$ cat config.mk
export PLATFORM = sky130hd
export DESIGN_NAME = uart_receiver_flat
export DESIGN_NICKNAME = d
export VERILOG_FILES = /design/src/rtl/uart_pkg.sv /design/src/rtl/uart_receiver_if.sv /design/src/rtl/uart_rx_sync.sv /design/src/rtl/uart_receiver.sv /design/src/flat_wrapper.sv
export SDC_FILE = /design/constraint.sdc
export NUM_CORES = 1
export LEC_CHECK = 0
export ABC_AREA = 1
export ABC_CLOCK_PERIOD_IN_PS = 1540
export BUFFER_PORTS_ARGS = -buffer_cell sky130_fd_sc_hd__buf_2
export CORE_UTILIZATION = 40
export DETAILED_ROUTE_END_ITERATION = 16
export PLACE_DENSITY = 0.66
export SYNTH_ARGS = -nofsm -noshare
export SYNTH_HDL_FRONTEND = slang
export SYNTH_SLANG_ARGS = --single-unit
$ cat constraint.sdc
create_clock -name uart_clk -period 1.54 [get_ports uart_clk]
set_input_delay 0.154 -clock uart_clk [delete_from_list [all_inputs] [get_ports uart_clk]]
set_output_delay 0.154 -clock uart_clk [all_outputs]
set_load 0.01 [all_outputs]
$ cat src/rtl/uart_pkg.sv
// Shared types and constants for the 8N1 UART receive path.
package uart_pkg;

  localparam int OVERSAMPLE = 16;
  localparam int DATA_BITS  = 8;
  localparam int MID_SAMPLE = 7;

  typedef enum logic [2:0] {
    IDLE      = 3'd0,
    START     = 3'd1,
    DATA      = 3'd2,
    STOP      = 3'd3,
    WAIT_IDLE = 3'd4
  } state_t;

  function automatic logic majority3(input logic a, input logic b, input logic c);
    return (a & b) | (a & c) | (b & c);
  endfunction

endpackage

$ cat src/rtl/uart_receiver_if.sv
// Serial line in, received byte and FIFO write strobe out.
interface uart_receiver_if #(
  parameter int DATA_BITS = uart_pkg::DATA_BITS
);

  logic                 uart_rxd;
  logic [DATA_BITS-1:0] rf_data;
  logic                 fr_wrreq;

  modport master (
    input  uart_rxd,
    output rf_data,
    output fr_wrreq
  );

  modport slave (
    output uart_rxd,
    input  rf_data,
    input  fr_wrreq
  );

endinterface

$ cat src/rtl/uart_rx_sync.sv
// Two-flop synchronizer on the serial line plus the 3-sample majority voter.
// The vote is valid when the bit counter sits at MID_SAMPLE + 2.
module uart_rx_sync #(
  parameter int CNT_W = 4
) (
  input  logic             uart_clk,
  input  logic             rst_n,
  input  logic             i_rxd,
  input  logic [CNT_W-1:0] i_cnt,
  output logic             o_rxd_s,
  output logic             o_vote
);
  import uart_pkg::*;

  logic r_meta;
  logic r_rxd_s;
  logic r_smp_a;
  logic r_smp_b;

  // Synchronizer chain and the first two vote samples; the third is the live rxd_s.
  always_ff @(posedge uart_clk) begin
    if (rst_n) begin
      r_meta  <= 1'b1;
      r_rxd_s <= 1'b1;
      r_smp_a <= 1'b1;
      r_smp_b <= 1'b1;
    end else begin
      r_meta  <= i_rxd;
      r_rxd_s <= r_meta;
      if (i_cnt == CNT_W'(MID_SAMPLE)) begin
        r_smp_a <= r_rxd_s;
      end
      if (i_cnt == CNT_W'(MID_SAMPLE + 1)) begin
        r_smp_b <= r_rxd_s;
      end
    end
  end

  assign o_rxd_s = r_rxd_s;
  assign o_vote  = majority3(r_smp_a, r_smp_b, r_rxd_s);

endmodule

$ cat src/rtl/uart_receiver.sv
// 8N1 UART receiver with 16x oversampling; one FIFO write strobe per good frame.
// Note: rst_n is an active-high synchronous reset despite its name.
module uart_receiver #(
  parameter int OVERSAMPLE = uart_pkg::OVERSAMPLE,
  parameter int DATA_BITS  = uart_pkg::DATA_BITS
) (
  input  logic              uart_clk,
  input  logic              rst_n,
  uart_receiver_if.master   rx
);
  import uart_pkg::*;

  localparam int CNT_W = $clog2(OVERSAMPLE);
  localparam int IDX_W = $clog2(DATA_BITS);

  state_t               r_state;
  logic [CNT_W-1:0]     r_cnt;
  logic [IDX_W-1:0]     r_idx;
  logic [DATA_BITS-1:0] r_shift;
  logic [DATA_BITS-1:0] r_rf_data;
  logic                 r_wrreq;

  state_t               w_state_nxt;
  logic [CNT_W-1:0]     w_cnt_nxt;
  logic [IDX_W-1:0]     w_idx_nxt;
  logic [DATA_BITS-1:0] w_shift_nxt;
  logic [DATA_BITS-1:0] w_rf_data_nxt;
  logic                 w_wrreq_nxt;
  logic                 w_rxd_s;
  logic                 w_vote;
  logic                 w_decide;
  logic                 w_cnt_last;

  uart_rx_sync #(
    .CNT_W (CNT_W)
  ) u_sync (
    .uart_clk (uart_clk),
    .rst_n    (rst_n),
    .i_rxd    (rx.uart_rxd),
    .i_cnt    (r_cnt),
    .o_rxd_s  (w_rxd_s),
    .o_vote   (w_vote)
  );

  assign w_decide   = (r_cnt == CNT_W'(MID_SAMPLE + 2));
  assign w_cnt_last = (r_cnt == CNT_W'(OVERSAMPLE - 1));

  // State, counters, shift register and output registers.
  always_ff @(posedge uart_clk) begin
    if (rst_n) begin
      r_state   <= IDLE;
      r_cnt     <= '0;
      r_idx     <= '0;
      r_shift   <= '0;
      r_rf_data <= '0;
      r_wrreq   <= 1'b0;
    end else begin
      r_state   <= w_state_nxt;
      r_cnt     <= w_cnt_nxt;
      r_idx     <= w_idx_nxt;
      r_shift   <= w_shift_nxt;
      r_rf_data <= w_rf_data_nxt;
      r_wrreq   <= w_wrreq_nxt;
    end
  end

  // Next-state logic: frame sequencing, bit capture and strobe generation.
  always_comb begin
    w_state_nxt   = r_state;
    w_cnt_nxt     = w_cnt_last ? '0 : r_cnt + CNT_W'(1);
    w_idx_nxt     = r_idx;
    w_shift_nxt   = r_shift;
    w_rf_data_nxt = r_rf_data;
    w_wrreq_nxt   = 1'b0;
    case (r_state)
      IDLE: begin
        // The first cycle with rxd_s low is tick 0 of the start bit.
        if (!w_rxd_s) begin
          w_state_nxt = START;
          w_cnt_nxt   = CNT_W'(1);
        end else begin
          w_cnt_nxt   = '0;
        end
      end
      START: begin
        if (w_decide && w_vote) begin
          w_state_nxt = IDLE;
        end else if (w_cnt_last) begin
          w_state_nxt = DATA;
          w_idx_nxt   = '0;
        end else begin
          w_state_nxt = START;
        end
      end
      DATA: begin
        if (w_decide) begin
          w_shift_nxt[r_idx] = w_vote;
        end else begin
          w_shift_nxt = r_shift;
        end
        if (w_cnt_last) begin
          if (r_idx == IDX_W'(DATA_BITS - 1)) begin
            w_state_nxt = STOP;
          end else begin
            w_idx_nxt = r_idx + IDX_W'(1);
          end
        end else begin
          w_idx_nxt = r_idx;
        end
      end
      STOP: begin
        // Return early on a good stop bit so a back-to-back start edge is not missed.
        if (w_decide) begin
          if (w_vote) begin
            w_rf_data_nxt = r_shift;
            w_wrreq_nxt   = 1'b1;
            w_state_nxt   = IDLE;
          end else begin
            w_state_nxt   = WAIT_IDLE;
          end
        end else begin
          w_state_nxt = STOP;
        end
      end
      WAIT_IDLE: begin
        w_cnt_nxt = '0;
        if (w_rxd_s) begin
          w_state_nxt = IDLE;
        end else begin
          w_state_nxt = WAIT_IDLE;
        end
      end
      default: begin
        w_state_nxt = IDLE;
        w_cnt_nxt   = '0;
      end
    endcase
  end

  assign rx.rf_data  = r_rf_data;
  assign rx.fr_wrreq = r_wrreq;

endmodule

$ cat src/flat_wrapper.sv
// flat-port wrapper written by rule: the top's interface ports become plain ports
module uart_receiver_flat import uart_pkg::*;
#(
  parameter int OVERSAMPLE = uart_pkg::OVERSAMPLE,
  parameter int DATA_BITS  = uart_pkg::DATA_BITS
)
  (uart_clk, rst_n, rx_uart_rxd, rx_rf_data, rx_fr_wrreq);
  uart_receiver_if #(.DATA_BITS(DATA_BITS)) rx_i ();
  input  logic uart_clk;
  input  logic rst_n;
  input wire logic [$bits(rx_i.uart_rxd)-1:0] rx_uart_rxd;
  output wire logic [$bits(rx_i.rf_data)-1:0] rx_rf_data;
  output wire logic [$bits(rx_i.fr_wrreq)-1:0] rx_fr_wrreq;
  assign rx_i.uart_rxd = rx_uart_rxd;
  assign rx_rf_data = rx_i.rf_data;
  assign rx_fr_wrreq = rx_i.fr_wrreq;
  uart_receiver #(.OVERSAMPLE(OVERSAMPLE), .DATA_BITS(DATA_BITS)) u_core (.uart_clk(uart_clk), .rst_n(rst_n), .rx(rx_i));
endmodule
-- Word-level counts from Yosys, hierarchy flattened
Index checks and enable logic that the tools add are counted.
- flip-flop bits (word level): 31
- bits of input ports: 3
- logic and storage cells: 67
- add/sub/neg operators: 2
- magnitude comparators: 2
- eq/ne operators: 15
- mux-type cells: 21
- bitwise gates (word level): 7
- reductions and logical operators: 10
- operators by type and width (operator ; count):
    $mux W3 ; 11
    $pmux W3 S5 ; 1
    $eq A4 B4 Y1 const B ; 3
    $bwmux W8 ; 1
    $pmux W4 S2 ; 1
    $eq A3 B2 Y1 const B ; 2
    $eq A3 B3 Y1 const B ; 2
    $ne A2 B1 Y1 const B ; 3
    $ne A2 B2 Y1 const B ; 3
    $pmux W3 S2 ; 1
    $reduce_and A3 Y1 ; 2
    $reduce_or A3 Y1 ; 2
    $reduce_and A5 Y1 ; 1
    $add A4 B1 Y4 const B ; 1
    $eq A4 B3 Y1 const B ; 1
    $lt A3 B4 Y1 const B ; 1
    $mux W4 ; 1
    $add A3 B1 Y3 const B ; 1
    $and A1 B1 Y1 ; 3
    $demux W1 S3 ; 1
    $eq A3 B1 Y1 const B ; 1
    $ge A3 B1 Y1 const B ; 1
    $logic_not A3 Y1 ; 1
    $mux W1 ; 3
    6 further kinds ; 9

-- Logic depth before layout (Yosys ltp)
Gate-level depths: netlist of the first run.
- word-level depth: 6
- gate-level depth with buffers: 8

-- Cells and area by module
A second synthesis of the first run with hierarchy kept.
- cell total of the unflattened synthesis: 198
- area, all modules: 1465.2 µm²
- modules (own cells, without submodules) (module ; times used ; cells each ; area each (µm²)):
    uart_receiver ; 1 ; 175 ; 1296.2
    uart_rx_sync ; 1 ; 23 ; 168.9

-- Worst setup path after synthesis of the first run
Ideal clock, no wire load.
- path kind: register to register
- start: register u_core.r_cnt[0]
- end: register u_core.r_shift[0]
- setup time: 116 ps
- arrival: 1160 ps
- setup slack: 264 ps
- cell stages (with the launch flop): 7
- cell sequence: dfxtp_1 -> ha_1 -> nand3_4 -> nor2_1 -> nand2_1 -> o21ai_0 -> nor2_1
- word-level cells in the longest chain between the ends: 2
- RTL lines (element ; line ; text):
    start: declaration ; uart_receiver.sv:17 ; logic [CNT_W-1:0] r_cnt;
    start signal: assignment ; uart_receiver.sv:59 ; r_cnt <= w_cnt_nxt;
    $eq A4 B4 Y1 ; uart_receiver.sv:45 ; assign w_decide = (r_cnt == CNT_W'(MID_SAMPLE + 2));
    $reduce_and A2 Y1 (no line) ; - ;
    end signal: assignment ; uart_receiver.sv:61 ; r_shift <= w_shift_nxt;
    end: declaration ; uart_receiver.sv:19 ; logic [DATA_BITS-1:0] r_shift;
No other way between the ends.
A chain may end at the register's enable or synchronous reset.

-- Worst setup path after layout of the first run
- start: register u_core.r_cnt[0]
- end: register u_core.r_rf_data[3], in the netlist u_core.rx.rf_data[3]
- word-level cells in the longest chain between the ends: 2
- RTL lines (element ; line ; text):
    $eq A4 B4 Y1 ; uart_receiver.sv:45 ;
    $reduce_and A3 Y1 (no line) ; - ;
    end signal: assignment ; uart_receiver.sv:62 ; r_rf_data <= w_rf_data_nxt;
    end: declaration ; uart_receiver.sv:20 ; logic [DATA_BITS-1:0] r_rf_data;
No other way between the ends.

==> impl_metrics.env, run 1 <==
export IMPL_cap_violations=0
export IMPL_p_leak_nw=0.718
export IMPL_p_sw_mw=0.330
export IMPL_hold_viol_final=0
export IMPL_switching_share=0.214
export IMPL_cts_sinks=31
export IMPL_tightest_slew_ns=0.258
export IMPL_grt_antenna_before_repair=0
export IMPL_maxSlewHeadroom=0.826
export IMPL_drc=0
export IMPL_syn_area_mm2=0.00146
export IMPL_startpoint_type="flop"
export IMPL_synthDistinctLibCells=30
export IMPL_combPwrFrac=0.038
export IMPL_synthCells=191
export IMPL_wirelength_um=2870
export IMPL_via_per_inst=4.93
export IMPL_fin_crit_ns=1.43
export IMPL_p_total_mw=1.54
export IMPL_antennaDiodeCount=0
export IMPL_power_density_mw_per_mm2=902
export IMPL_crit_required_ns=1.77
export IMPL_layout_worst_path_cycle_share=0.927
export IMPL_clock_skew_ns=0.00635
export IMPL_setup_violations=0
export IMPL_grt_max_degree=21
export IMPL_drive_gt1_frac=0.211
export IMPL_place_congestion=0.827
export IMPL_ant_nets=0
export IMPL_crit_path_end_kind="flop"
export IMPL_crit_arrival_ns=1.66
export IMPL_dp_cells=247
export IMPL_ys_seq_area_frac=0.424
export IMPL_grt_usage=0.170
export IMPL_clk_transition_reported_paths_ns=0.10
export IMPL_numCtsBuffers=5
export IMPL_coreArea_mm2=0.00342
export IMPL_slew_violations=0
export IMPL_tns_ns=0
export IMPL_final_util=0.501
export IMPL_via_count=1278
export IMPL_die_area_mm2=0.00391
export IMPL_ys_seq_elements=31
export IMPL_initial_core_util=0.429
export IMPL_grt_pass1_vias=1147
export IMPL_io_pins=12
export IMPL_clk_path_buf_depth=2
export IMPL_grt_ovfl_total=0
export IMPL_stdcell_count=259
export IMPL_cts_tree="yes"
export IMPL_clock_fmax_mhz=700
export IMPL_critPathMaxFanout=9
export IMPL_dpl_cell_area_mm2=0.00157
export IMPL_pwr_share_seq=0.527
export IMPL_min_path_type="in2reg"
export IMPL_avgSynthCellArea_um2=7.66
export IMPL_final_cell_area_mm2=0.00171
export IMPL_ir_worst_vdd_uv=400
export IMPL_syn_nets=199
export IMPL_grt_pass1_wl_um=5100
export IMPL_dr_first_iter_drc_count=63
export IMPL_hpwl_um=2010
export IMPL_rows=21
export IMPL_dr_pass1_iters=4
export IMPL_die_y_um=62.5
export IMPL_h_tree_depth=2
export IMPL_mostFrequentLayoutCell="dfxtp_1"
export IMPL_die_w_um=62.5
export IMPL_fin_nets=220
export IMPL_portBuffers=11
export IMPL_wire_per_inst_um=11.1
export IMPL_internal_power_mw=1.21
export IMPL_rsz0062_at_grt="no"
export IMPL_status="complete, no violations"
export IMPL_pwr_share_clk=0.435
export IMPL_path_class="reg2reg"
export IMPL_yosys_warnings=0
export IMPL_layout_common_cells="dfxtp_1 (31), nor2_1 (30), nand2_1 (23)"
export IMPL_rrSetupSlack_ns=0.11
export IMPL_insertion_delay_ns=0.33
export IMPL_cts_root_buf="clkbuf_4"
export IMPL_syn_to_final_growth_pct=16.8
==> worst paths after layout <==
path / depth (start not counted) / endpoint / start
worst min-delay path: 2 / u_core.r_state[1]$_SDFFE_PP0P_ / rst_n
worst min register to register: 1 / u_core.u_sync.o_rxd_s$_SDFF_PP1_ / u_core.u_sync.r_meta$_SDFF_PP1_
worst max register to register: 6 / u_core.rx.rf_data[3]$_SDFFE_PP0P_ / u_core.r_cnt[0]$_SDFF_PP0_
worst max-delay path: 6 / u_core.rx.rf_data[3]$_SDFFE_PP0P_ / u_core.r_cnt[0]$_SDFF_PP0_
==> worst max-delay path, cell delays in order, from the launching register on <==
cell	delay (ns)
dfxtp_1	0.42
ha_1	0.22
nand3_4	0.18
nor2_8	0.19
nand2_4	0.10
o21ai_1	0.16
nor2_1	0.05
==> through the flow <==
step / hold WS [ns] / setup slack [ns]
global route: 0.0537 / 0.00589
global placement: 0.338 / 0.150
CTS: 0.0583 / 0.0671
finish: 0.0691 / 0.112
floorplan: 0.223 / 0.264
detailed placement: 0.344 / 0.0896
==> power groups by stage <==
stage / logic [mW] / registers, mW / clock network, mW
final: 0.0592 / 0.813 / 0.670
after global routing: 0.0684 / 0.814 / 0.731
after CTS: 0.0600 / 0.813 / 0.691
after detailed placement: 0.0575 / 0.831 / 0
after global placement: 0.0573 / 0.831 / 0
after floorplan: 0.0432 / 0.830 / 0
==> sequential cells by signal, indices dropped and copies added, names as in the netlist <==
register	cells
u_core.r_cnt	4
u_core.u_sync.o_rxd_s	1
u_core.u_sync.r_smp_b	1
u_core.r_state	3
u_core.u_sync.r_meta	1
u_core.rx.rf_data	8
u_core.r_shift	8
u_core.u_sync.r_smp_a	1
u_core.rx.fr_wrreq	1
u_core.r_idx	3
==> cells in the mapped netlist <==
cell type | instances | area share
o21ai_1 | 9 | 0.031
dfxtp_1 | 31 | 0.42
nand3_1 | 12 | 0.041
nor2_2 | 2 | 0.0085
nand3_4 | 1 | 0.012
o21ai_2 | 2 | 0.012
buf_6 | 1 | 0.0077
inv_1 | 17 | 0.044
nor3b_1 | 1 | 0.0051
nand2_1 | 23 | 0.059
a21oi_1 | 18 | 0.062
inv_2 | 3 | 0.0077
nand2_4 | 1 | 0.0077
or2_0 | 1 | 0.0043
nand3_2 | 1 | 0.0068
o311ai_0 | 1 | 0.0060
ha_1 | 5 | 0.043
nand4_1 | 3 | 0.013
nand2_2 | 1 | 0.0043
nor2_1 | 32 | 0.082
a21oi_2 | 1 | 0.0060
or2_2 | 3 | 0.013
xor2_1 | 1 | 0.0060
o32ai_1 | 1 | 0.0060
buf_2 | 1 | 0.0034
nor2_4 | 2 | 0.015
clkbuf_1 | 1 | 0.0026
o21ai_0 | 11 | 0.038
nor2_8 | 1 | 0.014
a31oi_1 | 4 | 0.017
==> per-layer routing <==
layer  global-route usage  share of wire  vias up  routed length (um)
met4               0.0959          0.024        0                  70
met2                0.243           0.42       20                1200
met5                    0              0        -                   0
met3               0.0602          0.040        5                 114
met1                0.219           0.52      573                1490
li1                     -              -      680                   -
==> cells by family (layout without fill, tap and decap cells) <==
group / after synthesis / in the layout / synth area share
AOI/OAI and AO/OA: 47 / 47 / 0.177
xor gates and xnor gates: 1 / 1 / 0.00598
adders and majority gates: 5 / 5 / 0.0427
buffers and inverters: 23 / 45 / 0.0649
DFF: 31 / 31 / 0.424
and+or+nand+nor: 84 / 84 / 0.285
==> repair_timing <==
item	CTS	global route
hold buffers	1	0
setup buffers	0	3
hold endpoints to repair	1	0
gates resized for setup	0	5
setup endpoints to repair	0	7
==> area by class of cell <==
type / count / area, um2
Tap cell: 46 / 57.6
Sequential cell: 31 / 621
Clock buffer: 6 / 51.3
Multi-Input combinational cell: 137 / 768
Fill cell: 358 / 1710
Clock inverter: 2 / 35.0
Inverter: 20 / 75.1
Timing Repair Buffer: 17 / 103
Power figures use the tool's default switching activity.
==> inputs of run 2 (changes only) <==
--- a/config.mk
+++ b/config.mk
@@ -11,6 +11,8 @@
 export CORE_UTILIZATION = 40
 export DETAILED_ROUTE_END_ITERATION = 16
 export PLACE_DENSITY = 0.66
+export SETUP_SLACK_MARGIN = 0.15
 export SYNTH_ARGS = -nofsm -noshare
 export SYNTH_HDL_FRONTEND = slang
+export SYNTH_HIERARCHICAL = 1
 export SYNTH_SLANG_ARGS = --single-unit
==> impl_metrics.env, run 2 <==
export IMPL_cap_violations=0
export IMPL_rsz0062_at_grt="yes"
export IMPL_switching_share=0.248
export IMPL_clock_skew_ns=0.0127
export IMPL_dr_pass1_iters=4
export IMPL_numCtsBuffers=5
export IMPL_cts_root_buf="clkbuf_4"
export IMPL_grt_pass1_wl_um=5180
export IMPL_avgSynthCellArea_um2=7.40
export IMPL_grt_max_degree=19
export IMPL_fillers=350
export IMPL_grt_antenna_before_repair=0
export IMPL_hold_viol_final=0
export IMPL_p_sw_mw=0.349
export IMPL_die_area_mm2=0.00391
export IMPL_syn_to_final_growth_pct=24.7
export IMPL_clock_fmax_mhz=740
export IMPL_syn_nets=205
export IMPL_r2r_end="u_core/rx.rf_data[7]$_SDFFE_PP0P_"
export IMPL_p_leak_nw=0.755
export IMPL_fin_crit_ns=1.35
export IMPL_die_w_um=62.5
export IMPL_tightest_slew_ns=0.417
export IMPL_grt_ovfl_total=0
export IMPL_hpwl_um=2020
export IMPL_status="complete, no violations"
export IMPL_synth_most_common_cell="nand2_1"
export IMPL_ys_async_sr_fraction=0
export IMPL_maxSlewHeadroom=0.720
export IMPL_coreArea_mm2=0.00342
export IMPL_pwr_share_clk=0.348
export IMPL_drive_gt1_frac=0.332
export IMPL_stdcell_count=272
export IMPL_io_pins=12
export IMPL_crit_path_end_kind="flop"
export IMPL_wirelength_um=3160
export IMPL_synthCells=198
export IMPL_die_y_um=62.5
export IMPL_h_tree_depth=2
export IMPL_multi_input_area_um2=835
export IMPL_ys_seq_elements=31
export IMPL_initial_core_util=0.429
export IMPL_syn_area_mm2=0.00147
export IMPL_slew_violations=0
export IMPL_ys_seq_area_frac=0.424
export IMPL_synthTopCellsByArea="dfxtp_1 (42%), nand2_1 (10%), nor2_1 (7.9%)"
export IMPL_synth_top_area_frac=0.424
export IMPL_ir_worst_vdd_uv=704
export IMPL_power_density_mw_per_mm2=770
export IMPL_rows=21
export IMPL_synth_edff_count=0
export IMPL_via_count=1335
export IMPL_synth_ff_type="dfxtp_1"
export IMPL_cts_sinks=31
export IMPL_path_class="reg2reg"
export IMPL_layout_worst_path_cycle_share=0.878
export IMPL_via_per_inst=4.91
export IMPL_timing_rr_start="u_core/r_cnt[1]$_SDFF_PP0_"
export IMPL_min_path_type="in2reg"
export IMPL_combPwrFrac=0.068
export IMPL_clk_transition_reported_paths_ns=0.10
export IMPL_min_delay_start="rst_n"
export IMPL_pwr_share_seq=0.584
export IMPL_worstHoldEndpoint="u_core/rx.rf_data[7]$_SDFFE_PP0P_"
export IMPL_insertion_delay_ns=0.33
export IMPL_yosys_top_cells_count="nand2_1 (39), dfxtp_1 (31), nor2_1 (31)"
export IMPL_antennaDiodeCount=0
export IMPL_grt_usage=0.168
export IMPL_synthDistinctLibCells=28
export IMPL_place_congestion=0.785
export IMPL_regArea_um2=636
export IMPL_r2r_cells=7
export IMPL_fin_nets=233
export IMPL_wire_per_inst_um=11.6
export IMPL_tns_ns=0
export IMPL_hold_path_depth=3
export IMPL_grt_pass1_vias=1193
export IMPL_crit_arrival_ns=1.57
export IMPL_yosysTopAreaCell="dfxtp_1"
export IMPL_cts_tree="yes"
export IMPL_dp_cells=253
export IMPL_ant_nets=0
export IMPL_rrSetupSlack_ns=0.19
export IMPL_startpoint_type="flop"
export IMPL_layout_common_cells="nand2_1 (31), nor2_1 (30), dfxtp_1 (23)"
export IMPL_yosys_warnings=6
export IMPL_clk_path_buf_depth=2
export IMPL_portBuffers=11
export IMPL_internal_power_mw=1.06
export IMPL_crit_required_ns=1.76
export IMPL_critPathMaxFanout=8
export IMPL_drc=0
export IMPL_dr_first_iter_drc_count=47
export IMPL_mostFrequentLayoutCell="nand2_1"
export IMPL_setup_violations=0
-- run 2: cells by family after synthesis --
group / synth area share
simple gates: 0.371
flops: 0.424
buf+inv: 0.0726
compound gates: 0.0845
fa+ha+maj: 0.0418
xor+xnor: 0.00598
-- run 2: cell type report --
type | count | area share
multi-input cells | 143 | 0.457
flip-flops and latches | 31 | 0.348
clock buffers | 6 | 0.0281
inverters | 22 | 0.0452
well taps | 46 | 0.0315
repair buffers | 23 | 0.0877
clock inverters | 1 | 0.00274
-- run 2: power groups by stage --
stage               Sequential, mW  Clock [mW]  Combinational [mW]
finish                       0.821       0.489              0.0962
global route                 0.823       0.543               0.110
CTS                          0.822       0.500              0.0806
detailed placement           0.840           0              0.0781
global placement             0.840           0              0.0782
floorplan                    0.838           0              0.0590
-- run 2: critical path: stages (launching register included) --
cell and delay, ns:
dfxtp_2 0.35, inv_2 0.07, ha_4 0.14, nand3_4 0.16
nor2_4 0.27, nand2_4 0.12, nand2_2 0.09, a21oi_2 0.04
-- run 2: per-stage QoR --
step / total power [mW] / util / worst slack [ns] / hold slack (ns) / instance area, um2
final: 1.41 / 0.535 / 0.188 / 0.226 / 1830
after global routing: 1.48 / 0.535 / 0.120 / 0.238 / 1830
after CTS: 1.40 / 0.482 / 0.151 / 0.227 / 1650
after detailed placement: 0.919 / 0.459 / 0.0668 / 0.343 / 1570
after global placement: 0.918 / 0.459 / 0.0665 / 0.338 / 1570
after floorplan: 0.897 / - / 0.255 / 0.258 / 1470
-- run 2: worst max-delay path by stage --
stage / slack (ns) / start / endpoint
2_1_floorplan: 0.26 / u_core/r_cnt[0]$_SDFF_PP0_ / u_core/r_shift[4]$_SDFFE_PP0P_
6_report: 0.19 / u_core/r_cnt[1]$_SDFF_PP0_ / u_core/rx.rf_data[7]$_SDFFE_PP0P_
3_5_place_dp: 0.07 / u_core/r_cnt[0]$_SDFF_PP0_ / u_core/r_shift[4]$_SDFFE_PP0P_
5_1_grt: 0.12 / u_core/r_cnt[1]$_SDFF_PP0_ / u_core/rx.rf_data[5]$_SDFFE_PP0P_
3_3_place_gp: 0.07 / u_core/r_cnt[0]$_SDFF_PP0_ / u_core/r_shift[4]$_SDFFE_PP0P_
4_1_cts: 0.15 / u_core/r_cnt[1]$_SDFF_PP0_ / u_core/r_shift[4]$_SDFFE_PP0P_
-- run 2: metal layers --
layer | global-route usage | vias up | wire, um
met1 | 0.220 | 608 | 1560
li1 | - | 697 | -
met5 | 0 | - | 0
met2 | 0.257 | 26 | 1420
met3 | 0.0511 | 4 | 143
met4 | 0.0669 | 0 | 39
-- run 2: what timing repair did --
item                                    in CTS  in global routing
endpoints found under the setup margin      13                 21
buffers inserted                             0                  9
gates cloned                                 1                  1
gates resized for setup                      2                 36
endpoints found under the hold margin        1                  0
pin swaps                                    1                 13
hold buffers                                 1                  0
==> inputs of run 3 (changes only) <==
--- a/config.mk
+++ b/config.mk
@@ -10,9 +10,8 @@
 export BUFFER_PORTS_ARGS = -buffer_cell sky130_fd_sc_hd__buf_2
 export CORE_UTILIZATION = 40
 export DETAILED_ROUTE_END_ITERATION = 16
-export PLACE_DENSITY = 0.66
 export SETUP_SLACK_MARGIN = 0.15
+export SKIP_LAST_GASP = 1
 export SYNTH_ARGS = -nofsm -noshare
 export SYNTH_HDL_FRONTEND = slang
-export SYNTH_HIERARCHICAL = 1
 export SYNTH_SLANG_ARGS = --single-unit
==> impl_metrics.env, run 3 (synthesized netlist as in run 1, its figures left out) <==
export IMPL_use_met3=0.0639
export IMPL_slowest_stage="dfxtp_1"
export IMPL_die_y_um=62.5
export IMPL_rsz0062_at_grt="yes"
export IMPL_clock_fmax_mhz=769
export IMPL_maxSlewHeadroom=0.813
export IMPL_cpMostUsedCell="buf_4"
export IMPL_tightest_slew_ns=0.280
export IMPL_grt_ovfl_total=0
export IMPL_dp_slack_ns=0.0965
export IMPL_initial_core_util=0.429
export IMPL_rows=21
export IMPL_clock_skew_ns=0.00971
export IMPL_clk_path_buf_depth=2
export IMPL_grt_pass1_wl_um=5460
export IMPL_cap_violations=0
export IMPL_cts_tree="yes"
export IMPL_tns_ns=0
export IMPL_grt_busiest_layer="met2"
export IMPL_path_class="reg2reg"
export IMPL_fillers=350
export IMPL_met2_usage=0.308
export IMPL_die_w_um=62.5
export IMPL_critPathTopFamily="compound AO/OA/AOI/OAI gates"
export IMPL_h_tree_depth=2
export IMPL_dr_pass1_iters=4
export IMPL_grt_usage=0.173
export IMPL_max_stage_delay_ns=0.37
export IMPL_path_cells="o21ai_1, o21ai_4, buf_4, buf_4, o21ai_0, nor2_1"
export IMPL_slew_violations=0
export IMPL_grt_pass1_vias=1249
export IMPL_fin_nets=226
export IMPL_syn_to_final_growth_pct=24.3
export IMPL_die_area_mm2=0.00391
export IMPL_multi_input_area_um2=857
export IMPL_cts_sinks=31
export IMPL_clk_transition_reported_paths_ns=0.10
export IMPL_cp_num_buf_inv=2
export IMPL_via_count=1352
export IMPL_drc=0
export IMPL_power_density_mw_per_mm2=750
export IMPL_grt_met1_usage=0.193
export IMPL_dr_first_iter_drc_count=51
export IMPL_fin_worst_hold_slack_ns=0.0813
export IMPL_wirelength_um=3220
export IMPL_layout_common_cells="nor2_1 (30), dfxtp_1 (26), nand2_1 (23)"
export IMPL_grt_max_degree=21
export IMPL_drive_gt1_frac=0.303
export IMPL_crit_path_end_kind="flop"
export IMPL_numCtsBuffers=5
export IMPL_insertion_delay_ns=0.33
export IMPL_mostFrequentLayoutCell="nor2_1"
export IMPL_regArea_um2=629
export IMPL_hpwl_um=2230
export IMPL_p_leak_nw=0.747
export IMPL_io_pins=12
export IMPL_status="complete, no violations"
export IMPL_fin_ws_ns=0.240
export IMPL_startpoint_type="flop"
export IMPL_place_congestion=0.907
export IMPL_layout_worst_path_cycle_share=0.844
export IMPL_crit_required_ns=1.78
export IMPL_antennaDiodeCount=0
export IMPL_via_per_inst=5.12
export IMPL_min_path_type="in2reg"
export IMPL_coreArea_mm2=0.00342
export IMPL_wire_per_inst_um=12.2
export IMPL_setup_violations=0
export IMPL_portBuffers=11
export IMPL_ir_worst_vdd_uv=462
export IMPL_fin_crit_ns=1.30
export IMPL_ant_nets=0
export IMPL_crit_arrival_ns=1.54
export IMPL_grt_antenna_before_repair=0
export IMPL_hold_viol_final=0
export IMPL_critPathMaxFanout=4
export IMPL_cts_root_buf="clkbuf_4"
run 3: per-layer routing:
metal | routed length, um | share of wire
met4 | 48 | 0.015
met1 | 1410 | 0.44
met5 | 0 | 0
met2 | 1620 | 0.50
met3 | 142 | 0.044
run 3: path summary, 6_finish.rpt:
check	end	from	slack, ns	cells after the start
hold / removal	u_core.rx.fr_wrreq$_SDFF_PP0_	rst_n	0.08	2
setup reg to reg	u_core.r_shift[5]$_SDFFE_PP0P_	u_core.u_sync.o_rxd_s$_SDFF_PP1_	0.24	6
hold reg to reg	u_core.u_sync.o_rxd_s$_SDFF_PP1_	u_core.u_sync.r_meta$_SDFF_PP1_	0.42	1
setup / recovery	u_core.r_shift[5]$_SDFFE_PP0P_	u_core.u_sync.o_rxd_s$_SDFF_PP1_	0.24	6
run 3: worst reg2reg max path, stage by stage (launching register included):
cell and delay, ns:
dfxtp_1 0.37, o21ai_1 0.24, o21ai_4 0.11, buf_4 0.15, buf_4 0.14, o21ai_0 0.15
nor2_1 0.05
run 3: timing repair:
action / 4_1_cts / 5_1_grt
endpoints found under the hold margin: 1 / 0
pin swaps: 1 / 10
endpoints found under the setup margin: 19 / 20
cloned: 0 / 1
setup buffers: 1 / 5
hold buffers: 1 / 0
resized for setup: 4 / 31
run 3: power breakdown:
group / switching, mW / internal, mW
combinational: 0.0401 / 0.0262
sequential: 0.00789 / 0.806
clock: 0.274 / 0.211
total: 0.322 / 1.04
run 3: cell type report:
| type | instances | area share |
|---|---|---|
| multi-input combinational | 138 | 0.471 |
| sequential | 31 | 0.346 |
| timing repair buffer | 22 | 0.0791 |
| inverter | 20 | 0.0413 |
| tap | 46 | 0.0316 |
| clock buffer | 6 | 0.0282 |
| clock inverter | 1 | 0.00275 |
run 3: metrics by stage:
| step | utilization | area, um2 | std cells | total power [mW] |
|---|---|---|---|---|
| after global routing | 0.533 | 1820 | 264 | 1.43 |
| final | 0.533 | 1820 | 264 | 1.36 |
| after global placement | 0.464 | 1590 | 249 | 0.888 |
| after detailed placement | 0.464 | 1590 | 249 | 0.889 |
| after CTS | 0.489 | 1670 | 258 | 1.37 |
| after floorplan | - | 1460 | 191 | 0.873 |
